File: config.mk
export PLATFORM = sky130hd
export DESIGN_NAME = wb_arbiter
export DESIGN_NICKNAME = d
export VERILOG_FILES = /design/src/rtl/riscv_pkg.sv /design/src/rtl/wb_queue.sv /design/src/rtl/wb_arbiter.sv
export SDC_FILE = /design/constraint.sdc
export NUM_CORES = 1
export LEC_CHECK = 0
export CORE_MARGIN = 2
export CORE_UTILIZATION = 40
export CTS_CLUSTER_SIZE = 14
export DETAILED_ROUTE_END_ITERATION = 10
export RECOVER_POWER = 50
export SYNTH_ARGS = -nofsm -noshare
export SYNTH_HDL_FRONTEND = slang
export SYNTH_SLANG_ARGS = --single-unit
File: constraint.sdc
create_clock -name clock -period 2.3 [get_ports clock]
set_input_delay 0.46 -clock clock [delete_from_list [all_inputs] [get_ports clock]]
set_output_delay 0.46 -clock clock [all_outputs]
set_load 0.02 [all_outputs]
File: src/rtl/riscv_pkg.sv
// riscv_pkg: shared widths and the write-back queue entry layout.
package riscv_pkg;
  localparam int XLEN = 32;
  localparam int REG_ADDR_W = 5;
  typedef struct packed {
    logic                  valid;
    logic [REG_ADDR_W-1:0] rd;
    logic [XLEN-1:0]       data;
  } wb_entry;
endpackage

File: src/rtl/wb_queue.sv
// wb_queue: in-order circular buffer of long-latency results with squash-by-rd
// and two pending-write lookups.
module wb_queue
  import riscv_pkg::*;
#(
  parameter int DEPTH = 4
) (
  input  logic                  clock,
  input  logic                  clear,
  input  logic                  i_push,
  input  logic                  i_valid,
  input  logic [REG_ADDR_W-1:0] i_rd,
  input  logic [XLEN-1:0]       i_data,
  input  logic                  i_pop,
  input  logic                  i_squash,
  input  logic [REG_ADDR_W-1:0] i_squash_rd,
  input  logic [REG_ADDR_W-1:0] i_qa,
  input  logic [REG_ADDR_W-1:0] i_qb,
  output logic                  o_head_valid,
  output logic [REG_ADDR_W-1:0] o_head_rd,
  output logic [XLEN-1:0]       o_head_data,
  output logic                  o_empty,
  output logic                  o_full,
  output logic                  o_hit_a,
  output logic                  o_hit_b
);
  localparam int PW = $clog2(DEPTH);
  logic [PW-1:0] r_head, r_tail;
  logic [PW:0]   r_count;
  wb_entry       r_q [DEPTH];
  logic          w_push, w_pop;
  assign o_empty = r_count == '0;
  assign o_full  = r_count == (PW+1)'(DEPTH);
  assign w_push  = i_push && !o_full;
  assign w_pop   = i_pop && !o_empty;
  assign o_head_valid = r_q[r_head].valid;
  assign o_head_rd    = r_q[r_head].rd;
  assign o_head_data  = r_q[r_head].data;
  // Free slots keep valid=0, so lookups may scan every slot without masking.
  always_ff @(posedge clock or negedge clear) begin
    if (!clear) begin
      r_head  <= '0;
      r_tail  <= '0;
      r_count <= '0;
      for (int i = 0; i < DEPTH; i++) r_q[i] <= '0;
    end else begin
      for (int i = 0; i < DEPTH; i++)
        if (i_squash && r_q[i].rd == i_squash_rd) r_q[i].valid <= 1'b0;
      if (w_pop) begin
        r_q[r_head].valid <= 1'b0;
        r_head <= r_head + 1'b1;
      end
      if (w_push) begin
        r_q[r_tail] <= '{valid: i_valid, rd: i_rd, data: i_data};
        r_tail <= r_tail + 1'b1;
      end
      r_count <= r_count + (PW+1)'(w_push) - (PW+1)'(w_pop);
    end
  end
  always_comb begin
    o_hit_a = 1'b0;
    o_hit_b = 1'b0;
    for (int i = 0; i < DEPTH; i++) begin
      o_hit_a = o_hit_a | (r_q[i].valid && r_q[i].rd == i_qa);
      o_hit_b = o_hit_b | (r_q[i].valid && r_q[i].rd == i_qb);
    end
  end
endmodule

File: src/rtl/wb_arbiter.sv
// wb_arbiter: register-file write port shared by the ALU (priority) and the
// queued long-latency path, plus pending-write hazard reporting.
module wb_arbiter
  import riscv_pkg::*;
#(
  parameter int width     = XLEN,
  parameter int addrWidth = REG_ADDR_W,
  parameter int DEPTH     = 4
) (
  input  logic                 clock,
  input  logic                 clear,
  input  logic                 aluValid,
  input  logic [addrWidth-1:0] aluRd,
  input  logic [width-1:0]     aluData,
  input  logic                 memValid,
  output logic                 memReady,
  input  logic [addrWidth-1:0] memRd,
  input  logic [width-1:0]     memData,
  output logic                 regWriteEnable,
  output logic [addrWidth-1:0] addrD,
  output logic [width-1:0]     dataD,
  input  logic [addrWidth-1:0] qAddrA,
  input  logic [addrWidth-1:0] qAddrB,
  output logic                 busyA,
  output logic                 busyB
);
  logic                 r_we;
  logic [addrWidth-1:0] r_addr;
  logic [width-1:0]     r_data;
  logic                 w_alu, w_pop, w_empty, w_full, w_hit_a, w_hit_b;
  logic                 w_head_valid;
  logic [addrWidth-1:0] w_head_rd;
  logic [width-1:0]     w_head_data;
  assign w_alu    = aluValid && aluRd != '0;
  assign w_pop    = !w_alu && !w_empty;
  assign memReady = !w_full;
  wb_queue #(.DEPTH(DEPTH)) u_queue (
    .clock       (clock),
    .clear       (clear),
    .i_push      (memValid && memReady && memRd != '0),
    .i_valid     (!(w_alu && aluRd == memRd)),
    .i_rd        (memRd),
    .i_data      (memData),
    .i_pop       (w_pop),
    .i_squash    (w_alu),
    .i_squash_rd (aluRd),
    .i_qa        (qAddrA),
    .i_qb        (qAddrB),
    .o_head_valid(w_head_valid),
    .o_head_rd   (w_head_rd),
    .o_head_data (w_head_data),
    .o_empty     (w_empty),
    .o_full      (w_full),
    .o_hit_a     (w_hit_a),
    .o_hit_b     (w_hit_b)
  );
  always_ff @(posedge clock or negedge clear) begin
    if (!clear) begin
      r_we   <= 1'b0;
      r_addr <= '0;
      r_data <= '0;
    end else begin
      r_we <= w_alu || (w_pop && w_head_valid);
      if (w_alu) begin
        r_addr <= aluRd;
        r_data <= aluData;
      end else if (w_pop && w_head_valid) begin
        r_addr <= w_head_rd;
        r_data <= w_head_data;
      end
    end
  end
  assign regWriteEnable = r_we;
  assign addrD = r_addr;
  assign dataD = r_data;
  assign busyA = qAddrA != '0 && (w_hit_a || (r_we && r_addr == qAddrA));
  assign busyB = qAddrB != '0 && (w_hit_b || (r_we && r_addr == qAddrB));
endmodule

; Yosys cells after proc, flatten, opt, wreduce, memory -nomap -nowiden
; Cells that the tools add are included.
; Widths: inputs -> output; s select.
[word_totals]
ff_bits = 197
latch_bits = 0
ramBits = 0
romBits = 0
input_bits = 88
output_inout_bits = 41
word_cells = 108
memories = 0
[classes]
addsub = 4
mul = 0
n_div = 0
n_lt_le_gt_ge = 4
eq_ne = 16
shifts = 0
muxes = 19
bitwise = 8
reduce_logical = 39
[op_table]
columns = op, n
row1 = $bwmux 152, 2
row2 = $mux 152, 2
row3 = $demux 38 s2, 2
row4 = $mux 38, 4
row5 = $bmux 38 s2, 1
row6 = $eq 5x5->1, 15
row7 = $mux 32, 2
row8 = $logic_and 1x1->1, 26
row9 = $reduce_bool 5->1, 4
row10 = $mux 5, 2
row11 = $ge 3x3->1 const B, 2
row12 = $lt 3x1->1 const B, 2
row13 = $not 2->3, 2
row14 = $or 1x1->1, 6
row15 = $add 2x1->2 const B, 2
row16 = $logic_not 1->1, 4
row17 = $mux 1, 4
row18 = $add 3x1->3, 1
row19 = $eq 3x3->1 const B, 1
row20 = $logic_not 3->1, 1
row21 = $logic_or 1x1->1, 3
row22 = $sub 3x1->3, 1
row23 = $reduce_bool 2->1, 1

; Logic depth before layout (Yosys ltp)
; Gate-level depths: netlist of run 1.
[logic_depth]
ltp_word = 9
mapped_depth = 11
depth_no_buf = 9

; By module
; Synthesis of run 1 repeated with hierarchy kept, for this count alone.
[hier_totals]
cells_unflattened = 662
area_unflattened_um2 = 9950.8
[by_module_without_submodules]
columns = module, instances, cells_per_inst, area_each_um2, seq_area_each_um2
row1 = wb_queue, 1, 500, 7847.5, 3978.8
row2 = wb_arbiter, 1, 162, 2103.3, 950.9

; Worst setup path after synthesis of run 1
; Ideal clock, no wire load.
[synth_timing]
kind = input to register
from = in aluRd[1]
to = reg u_queue.r_count[2]
setup_time_ns = 0.123
t_arrival_ns = 2.559
t_required_ns = 2.177
path_slack_ns = -0.382
stages = 11
n_path_buf = 2
path_cell_list = buf_2 -> or4_1 -> o21ai_2 -> buf_4 -> nand2_4 -> mux2i_1 -> ha_1 -> inv_1 -> fa_1 -> xnor2_1 -> xnor2_1
[synth_via]
elab_chain_len = 6
[synth_rtl]
columns = item, line_no
row1 = start: declaration, wb_arbiter.sv:13  ; input logic [addrWidth-1:0] aluRd,
row2 = $reduce_bool 5->1, wb_arbiter.sv:34  ; assign w_alu = aluValid && aluRd != '0;
row3 = $logic_and 1x1->1, wb_arbiter.sv:34
row4 = $logic_not 1->1, wb_arbiter.sv:35  ; assign w_pop = !w_alu && !w_empty;
row5 = $logic_and 1x1->1, wb_arbiter.sv:35
row6 = $logic_and 1x1->1, wb_queue.sv:35  ; assign w_pop = i_pop && !o_empty;
row7 = $sub 3x1->3, wb_queue.sv:57  ; r_count <= r_count + (PW+1)'(w_push) - (PW+1)'(w_pop);
row8 = end signal: assignment, wb_queue.sv:57
row9 = end: declaration, wb_queue.sv:29  ; logic [PW:0] r_count;
; No other way between the ends.
; A chain may end at the register's enable or synchronous reset.

; Final worst setup path of run 1
[layout_timing]
from = in memRd[1]
to = reg u_queue.r_q[9] in the netlist's numbering
[layout_via]
elab_chain_len = 4
[layout_rtl]
columns = item, line_no
row1 = start: declaration, wb_arbiter.sv:17  ; input logic [addrWidth-1:0] memRd,
row2 = $reduce_bool 5->1, wb_arbiter.sv:40  ; .i_push (memValid && memReady && memRd != '0),
row3 = $logic_and 1x1->1, wb_arbiter.sv:40
row4 = $logic_and 1x1->1, wb_queue.sv:34  ; assign w_push = i_push && !o_full;
row5 = $mux 152, wb_queue.sv:53  ; if (w_push) begin
row6 = end signal: indexed assignment, wb_queue.sv:54  ; r_q[r_tail] <= '{valid: i_valid, rd: i_rd, data: i_data};
row7 = end: declaration, wb_queue.sv:30  ; wb_entry r_q [DEPTH];
; No other way between the ends.

==> reports/metrics.cfg, run 1 <==
[status]
status=finished with violations
violations=max-capacitance violations, max-slew violations, negative setup slack

[run]
drv_cap=1

[grt]
busiest_layer=met2
grt_max_degree=63
grt_antenna_before_repair=0
grt_usage=0.197
gr-usage-met2=0.332
use_met3=0.0335
grt_pass1_vias=7036
grt_util_met1=0.261
grt_pass1_wl_um=39500
globalRoute.totalOverflow=0

[timing]
rsz0062_at_grt=true
min_period_ps=2350
skew_ps=13.5
finalSetupViolCount=113
fin_ws_ps=-51.7
report.final.slew_viol_count=63
slew-limit-headroom=-0.0844
fmax_mhz=425
worst_pin_slew_ps=1630
tns_ps=-2130
hold_viol_final=0
fin_crit_sh=1.02

[synth]
syn_nets=805
yosys.area.top_type=dfrtp_1
syn_inst=707
yosysWarnings=0
ys_seq_area_frac=0.496
syn_area_per_cell_um2=14.1
synth_seq_cells=197
synthDistinctLibCells=34
synth_top_area_frac=0.496
synth_area_leaders=dfrtp_1 50%, mux2_2 13%, mux4_2 8.6%
syn_area_mm2=0.00994

[critical_path]
crit_required_ps=2610
path_class=primary input to flop
r2r-start=u_queue.r_q[37]$_DFF_PN0_
reg2reg_slack_ps=190
critical_path_arrival_ps=2670
crit_fanout=20
startpoint_type=primary input
ff2ff_path_depth=5
reg2reg_to=dataD[9]$_DFFE_PN0P_
cp-end-kind=flop

[power]
intPower_mw=11.8
max-vdd-ir-drop_uv=615
swShare=0.350
power.share.clock=0.169
power_frac_comb=0.477
power_frac_seq=0.354
power_density_mw_per_mm2=1450
switchingPower_mw=6.37
power_leakage_nw=5.51

[routing]
num_vias=6291
firstDrtPassIters=4
drc=0
drt_iter0_markers=241
vias_per_cell=5.19
ant_nets=0
wire_per_inst_um=20.3
routed_wl_um=24600

[floorplanning]
rows=57
start_util=0.408
die-height_um=162
core_mm2=0.0244
pin_count=129
dieWidth_um=162
die_area_mm2=0.0261

[placed_design]
port_buffers=128
dp_cells=1173
gp_congestion=0.882
dpl_cell_area_mm2=0.0119
hpwlAfterDp_um=17400

[clocking]
ctsLongestPathBuffers=2
clk_latency_ps=440
cts_tree=yes
cts_buffers=17
root_buffer=clkbuf_16
hold_buffers=0
clkSinkCount=197
htreeDepth=4
clk_pin_slew_ps=80

[layout]
final_cells=1211
drive_gt1_frac=0.366
final_nets=971
mostFrequentLayoutCells=186 x dfrtp_1, 116 x mux2_2, 100 x clkdlybuf4s50_1, 56 x buf_4, 50 x xor2_1
n_fill_cell=2093
syn2layout_area_growth_pct=26.3
final_cell_area_mm2=0.0126
layout_commonest_cell=dfrtp_1

[min_path]
min_path_type=primary input to asynchronous set/reset pin

-- metrics by stage --
stage          hold WS [ps]  utilization  worst slack [ps]  power [mW]
2_1_floorplan           164            -              -295        12.2
3_3_place_gp            474        0.489              -642        14.9
3_5_place_dp            489        0.489              -787        15.2
4_1_cts                26.6        0.516             -62.2        18.4
5_1_grt                 488        0.515              -180        19.3
6_report                432        0.515             -51.7        18.2
-- worst max-delay path by stage --
| stage | start | to | slack [ps] | depth (start not counted) |
|---|---|---|---|---|
| CTS | u_queue.r_q[108]$_DFFE_PN0P_ | busyB | -60 | 6 |
| global placement | qAddrB[4] | busyB | -640 | 7 |
| floorplan | aluRd[3] | u_queue.r_count[2]$_DFF_PN0_ | -290 | 11 |
| detailed placement | qAddrB[4] | busyB | -790 | 7 |
| global route | u_queue.r_q[108]$_DFFE_PN0P_ | busyB | -180 | 6 |
| finish | memRd[1] | u_queue.r_q[9]$_DFFE_PN0P_ | -50 | 6 |
-- worst max-delay path: stages --
cell	delay [ps]
dlygate4sd3_1	600
or4_1	590
o211a_4	330
nand2_4	110
buf_12	200
mux2_2	360
-- kinds of logic after synthesis --
family	count (synthesis)	synth area share
simple gates	95	0.0512
mux	221	0.301
compound gates	46	0.0268
fa+ha+maj	10	0.0133
buf+inv	59	0.0423
xor+xnor	79	0.0696
flops	197	0.496
-- layer usage --
metal  routed length (um)  up-vias  share of wire
met5                    0        -              0
met4                  465        0          0.019
met3                  778       29          0.032
met2                12400      131           0.50
met1                10900     3257           0.44
li1                     -     2874              -
-- sequential cells by signal, summed over array words and instances (netlist names) --
signal	flops
u_queue.r_q	152
addrD	5
u_queue.r_count	3
u_queue.r_tail	2
regWriteEnable	1
dataD	32
u_queue.r_head	2
-- area by class of cell --
cell class | count | area, um2 | area share
Multi-Input combinational cell | 451 | 4660 | 0.371
Clock inverter | 15 | 191 | 0.0152
Inverter | 7 | 26.3 | 0.00209
Clock buffer | 17 | 425 | 0.0339
Sequential cell | 197 | 4940 | 0.394
Tap cell | 324 | 405 | 0.0323
Antenna cell | 1 | 2.50 | 0.000199
Timing Repair Buffer | 199 | 1900 | 0.151
-- synthesized netlist by cell type --
cell      instances
a21oi_1          33
a221o_1           4
and2_1            1
buf_1             3
buf_12            8
buf_2            13
buf_4            10
buf_6             2
clkbuf_1         16
dfrtp_1         197
fa_1              1
ha_1              9
inv_1             7
mux2_1            1
mux2_2          116
mux2_4           32
mux2i_1          34
mux4_2           38
nand2_1           4
nand2_4           5
nand3_1          22
nand4_1           4
nor2_1           34
nor2b_1           4
nor4_1           11
o211a_1           1
o21ai_0           5
o21ai_2           1
o22a_1            2
or3_1             1
or3b_2            1
or4_1             8
xnor2_1          29
xor2_1           50
-- what timing repair did --
action / CTS / global route
buffers inserted: 4 / 1
resized for setup: 38 / 11
endpoints found under the setup margin: 155 / 3
cloned: 0 / 0
hold endpoints to repair: 0 / 0
pin swaps: 13 / 6
-- power groups by stage --
| stage | registers [mW] | logic (mW) | clock network [mW] |
|---|---|---|---|
| 2_1_floorplan | 6.57 | 5.59 | 0 |
| 3_3_place_gp | 6.36 | 8.52 | 0 |
| 3_5_place_dp | 6.50 | 8.70 | 0 |
| 4_1_cts | 6.44 | 8.81 | 3.12 |
| 5_1_grt | 6.64 | 9.32 | 3.31 |
| 6_report | 6.44 | 8.67 | 3.06 |
(Power assumes the default switching activity.)
==> run 2: changes to the inputs <==
--- a/config.mk
+++ b/config.mk
@@ -9,7 +9,9 @@
 export CORE_UTILIZATION = 40
 export CTS_CLUSTER_SIZE = 14
 export DETAILED_ROUTE_END_ITERATION = 10
+export GPL_TIMING_DRIVEN = 0
 export RECOVER_POWER = 50
+export SLEW_MARGIN = 40
 export SYNTH_ARGS = -nofsm -noshare
 export SYNTH_HDL_FRONTEND = slang
 export SYNTH_SLANG_ARGS = --single-unit
==> run 2 against run 1 <==
  * Largest cell class unchanged
  * Critical path depth rose by 1
  * Die area did not move
  * The run ends with negative setup slack left
  * Final area fell by 1.1%
  * Non-clock buffer count fell by 14
==> reports/metrics.cfg, run 2 (synthesized netlist as in run 1, its figures left out) <==
[power]
intPower_mw=11.9  ; +1.1%
power_leakage_nw=5.41  ; -1.8%
switchingPower_mw=6.24  ; -2.0%
p_total_mw=18.2  ; about the same
power_density_mw_per_mm2=1460  ; +1.1%
max-vdd-ir-drop_uv=631  ; +2.6%
swShare=0.343  ; -0.00706
power.share.clock=0.180  ; +0.011
power_frac_comb=0.460  ; -0.017
power_frac_seq=0.360  ; +0.006

[timing]
worst_pin_slew_ps=1440  ; -187 ps
min_period_ps=2380  ; +27.3 ps
fin_ws_ps=-79.0  ; -27.3 ps
slew-limit-headroom=0.0403  ; +0.125
finalSetupViolCount=4  ; -96%
hold_viol_final=0  ; unchanged
skew_ps=9.08  ; -4.46 ps
fmax_mhz=420  ; -1.1%
report.final.slew_viol_count=0  ; -100%
fin_crit_sh=1.03  ; +0.0119
rsz0062_at_grt=true
tns_ps=-181  ; +1950 ps

[status]
status=finished with violations
violations=negative setup slack

[grt]
globalRoute.totalOverflow=0  ; unchanged
grt_usage=0.197  ; +0.000332
grt_max_degree=76  ; +21%
grt_antenna_before_repair=1  ; +1
grt_pass1_vias=6963  ; -1.0%
grt_pass1_wl_um=39500  ; about the same

[layout]
mostFrequentLayoutCells=178 x dfrtp_1, 116 x mux2_2, 94 x clkdlybuf4s50_1, 50 x xor2_1, 38 x mux4_2
regMostFlops=u_queue.r_q
final_nets=957  ; -1.4%
drive_gt1_frac=0.359  ; -0.00674
largest_register_ff_count=152  ; unchanged
layout_commonest_cell=dfrtp_1
syn2layout_area_growth_pct=24.8
fin_util=0.509  ; -0.00575
n_fill_cell=2084  ; -0.43%

[clocking]
root_buffer=clkbuf_16
cts_tree=yes
clkSinkCount=197  ; unchanged
htreeDepth=4  ; unchanged
clk_pin_slew_ps=70  ; about the same
cts_buffers=17  ; unchanged
ctsLongestPathBuffers=2  ; unchanged
clk_latency_ps=430  ; about the same

[critical_path]
crit_required_ps=1840  ; -770 ps
cpPeakStageDelay_ps=420  ; -180 ps
crit_fanout=2  ; -90%
cp-end-kind=output pin
startpoint_type=flop
critPathBufInv=2  ; unchanged
critical_path_arrival_ps=1920  ; -750 ps
critPathSlowestCell=dfrtp_2
crit_path_cell_trace=buf_6 -> xor2_1 -> nor4_1 -> nand3_1 -> nand3_1 -> o22a_1 -> buf_6
cp_top_family=simple AND/OR/NAND/NOR gates
path_class=flop to output pin

[run]
drv_cap=0  ; -1

[routing]
num_vias=6222  ; -1.1%
drt_iter0_markers=313  ; +30%
vias_per_cell=5.20  ; about the same
routed_wl_um=24800  ; +0.67%
wire_per_inst_um=20.7  ; +1.8%
firstDrtPassIters=4  ; unchanged
ant_nets=0  ; unchanged
drc=0  ; unchanged

[floorplanning]
die-height_um=162  ; unchanged
dieWidth_um=162  ; unchanged
rows=57  ; unchanged
die_area_mm2=0.0261  ; unchanged
start_util=0.408  ; unchanged
core_mm2=0.0244  ; unchanged
pin_count=129  ; unchanged

[placed_design]
port_buffers=113  ; -12%
gp_congestion=0.862  ; -2.3%
hpwlAfterDp_um=17400  ; -0.23%

[min_path]
min_path_type=primary input to flop

==> run 2: through the flow <==
| step | cell area [um2] | worst slack [ps] | hold slack (ps) | instances |
|---|---|---|---|---|
| global route | 12400 | -190 | 296 | 1197 |
| CTS | 12400 | -116 | 302 | 1195 |
| global placement | 11500 | -6970 | 470 | 1144 |
| detailed placement | 11600 | -598 | 419 | 1146 |
| finish | 12400 | -79.0 | 313 | 1197 |
| floorplan | 9990 | -295 | 164 | 707 |
==> run 2: area by class of cell <==
class,count,area (um2),area share
Buffer,51,434,0.0350
Tap cell,324,405,0.0327
Sequential cell,197,4950,0.399
Inverter,7,26.3,0.00212
Multi-Input combinational cell,451,4630,0.373
Clock buffer,17,425,0.0343
Timing Repair Buffer,134,1320,0.106
Clock inverter,15,221,0.0178
Antenna cell,1,2.50,0.000202
==> run 2: repair_timing <==
| item | in CTS | in global routing |
|---|---|---|
| endpoints found under the hold margin | 53 | 0 |
| gates resized for setup | 41 | 10 |
| pin swaps | 8 | 10 |
| endpoints found under the setup margin | 149 | 51 |
| hold buffers | 1 | 0 |
| buffers inserted | 16 | 2 |
==> run 2: metal layers <==
metal	part of all wire	GRT usage	wire [um]	vias to the layer above
met5	0	0	0	-
met4	0.012	0.0499	305	0
met3	0.037	0.0363	922	16
met2	0.50	0.328	12300	135
met1	0.45	0.270	11200	3231
li1	-	-	-	2840
==> run 2: power groups by stage <==
stage	sequential, mW	clock, mW	combinational [mW]
global route	6.74	3.50	9.01
floorplan	6.57	0	5.59
detailed placement	6.65	0	8.10
finish	6.54	3.27	8.36
CTS	6.53	3.34	8.46
global placement	6.50	0	7.87
==> run 2: path summary, 6_finish.rpt <==
path	cells after the start	from	slack, ps	to
max	7	u_queue.r_q[108]$_DFFE_PN0P_	-80	busyB
max in group asynchronous	3	clear	300	u_queue.r_q[147]$_DFFE_PN0P_
min in group asynchronous	2	clear	890	u_queue.r_q[13]$_DFFE_PN0P_
min reg2reg	1	u_queue.r_q[62]$_DFFE_PN0P_	500	u_queue.r_q[62]$_DFFE_PN0P_
min	2	aluRd[3]	310	addrD[3]$_DFFE_PN0P_
max reg2reg	7	u_queue.r_count[1]$_DFF_PN0_	160	u_queue.r_q[70]$_DFFE_PN0P_
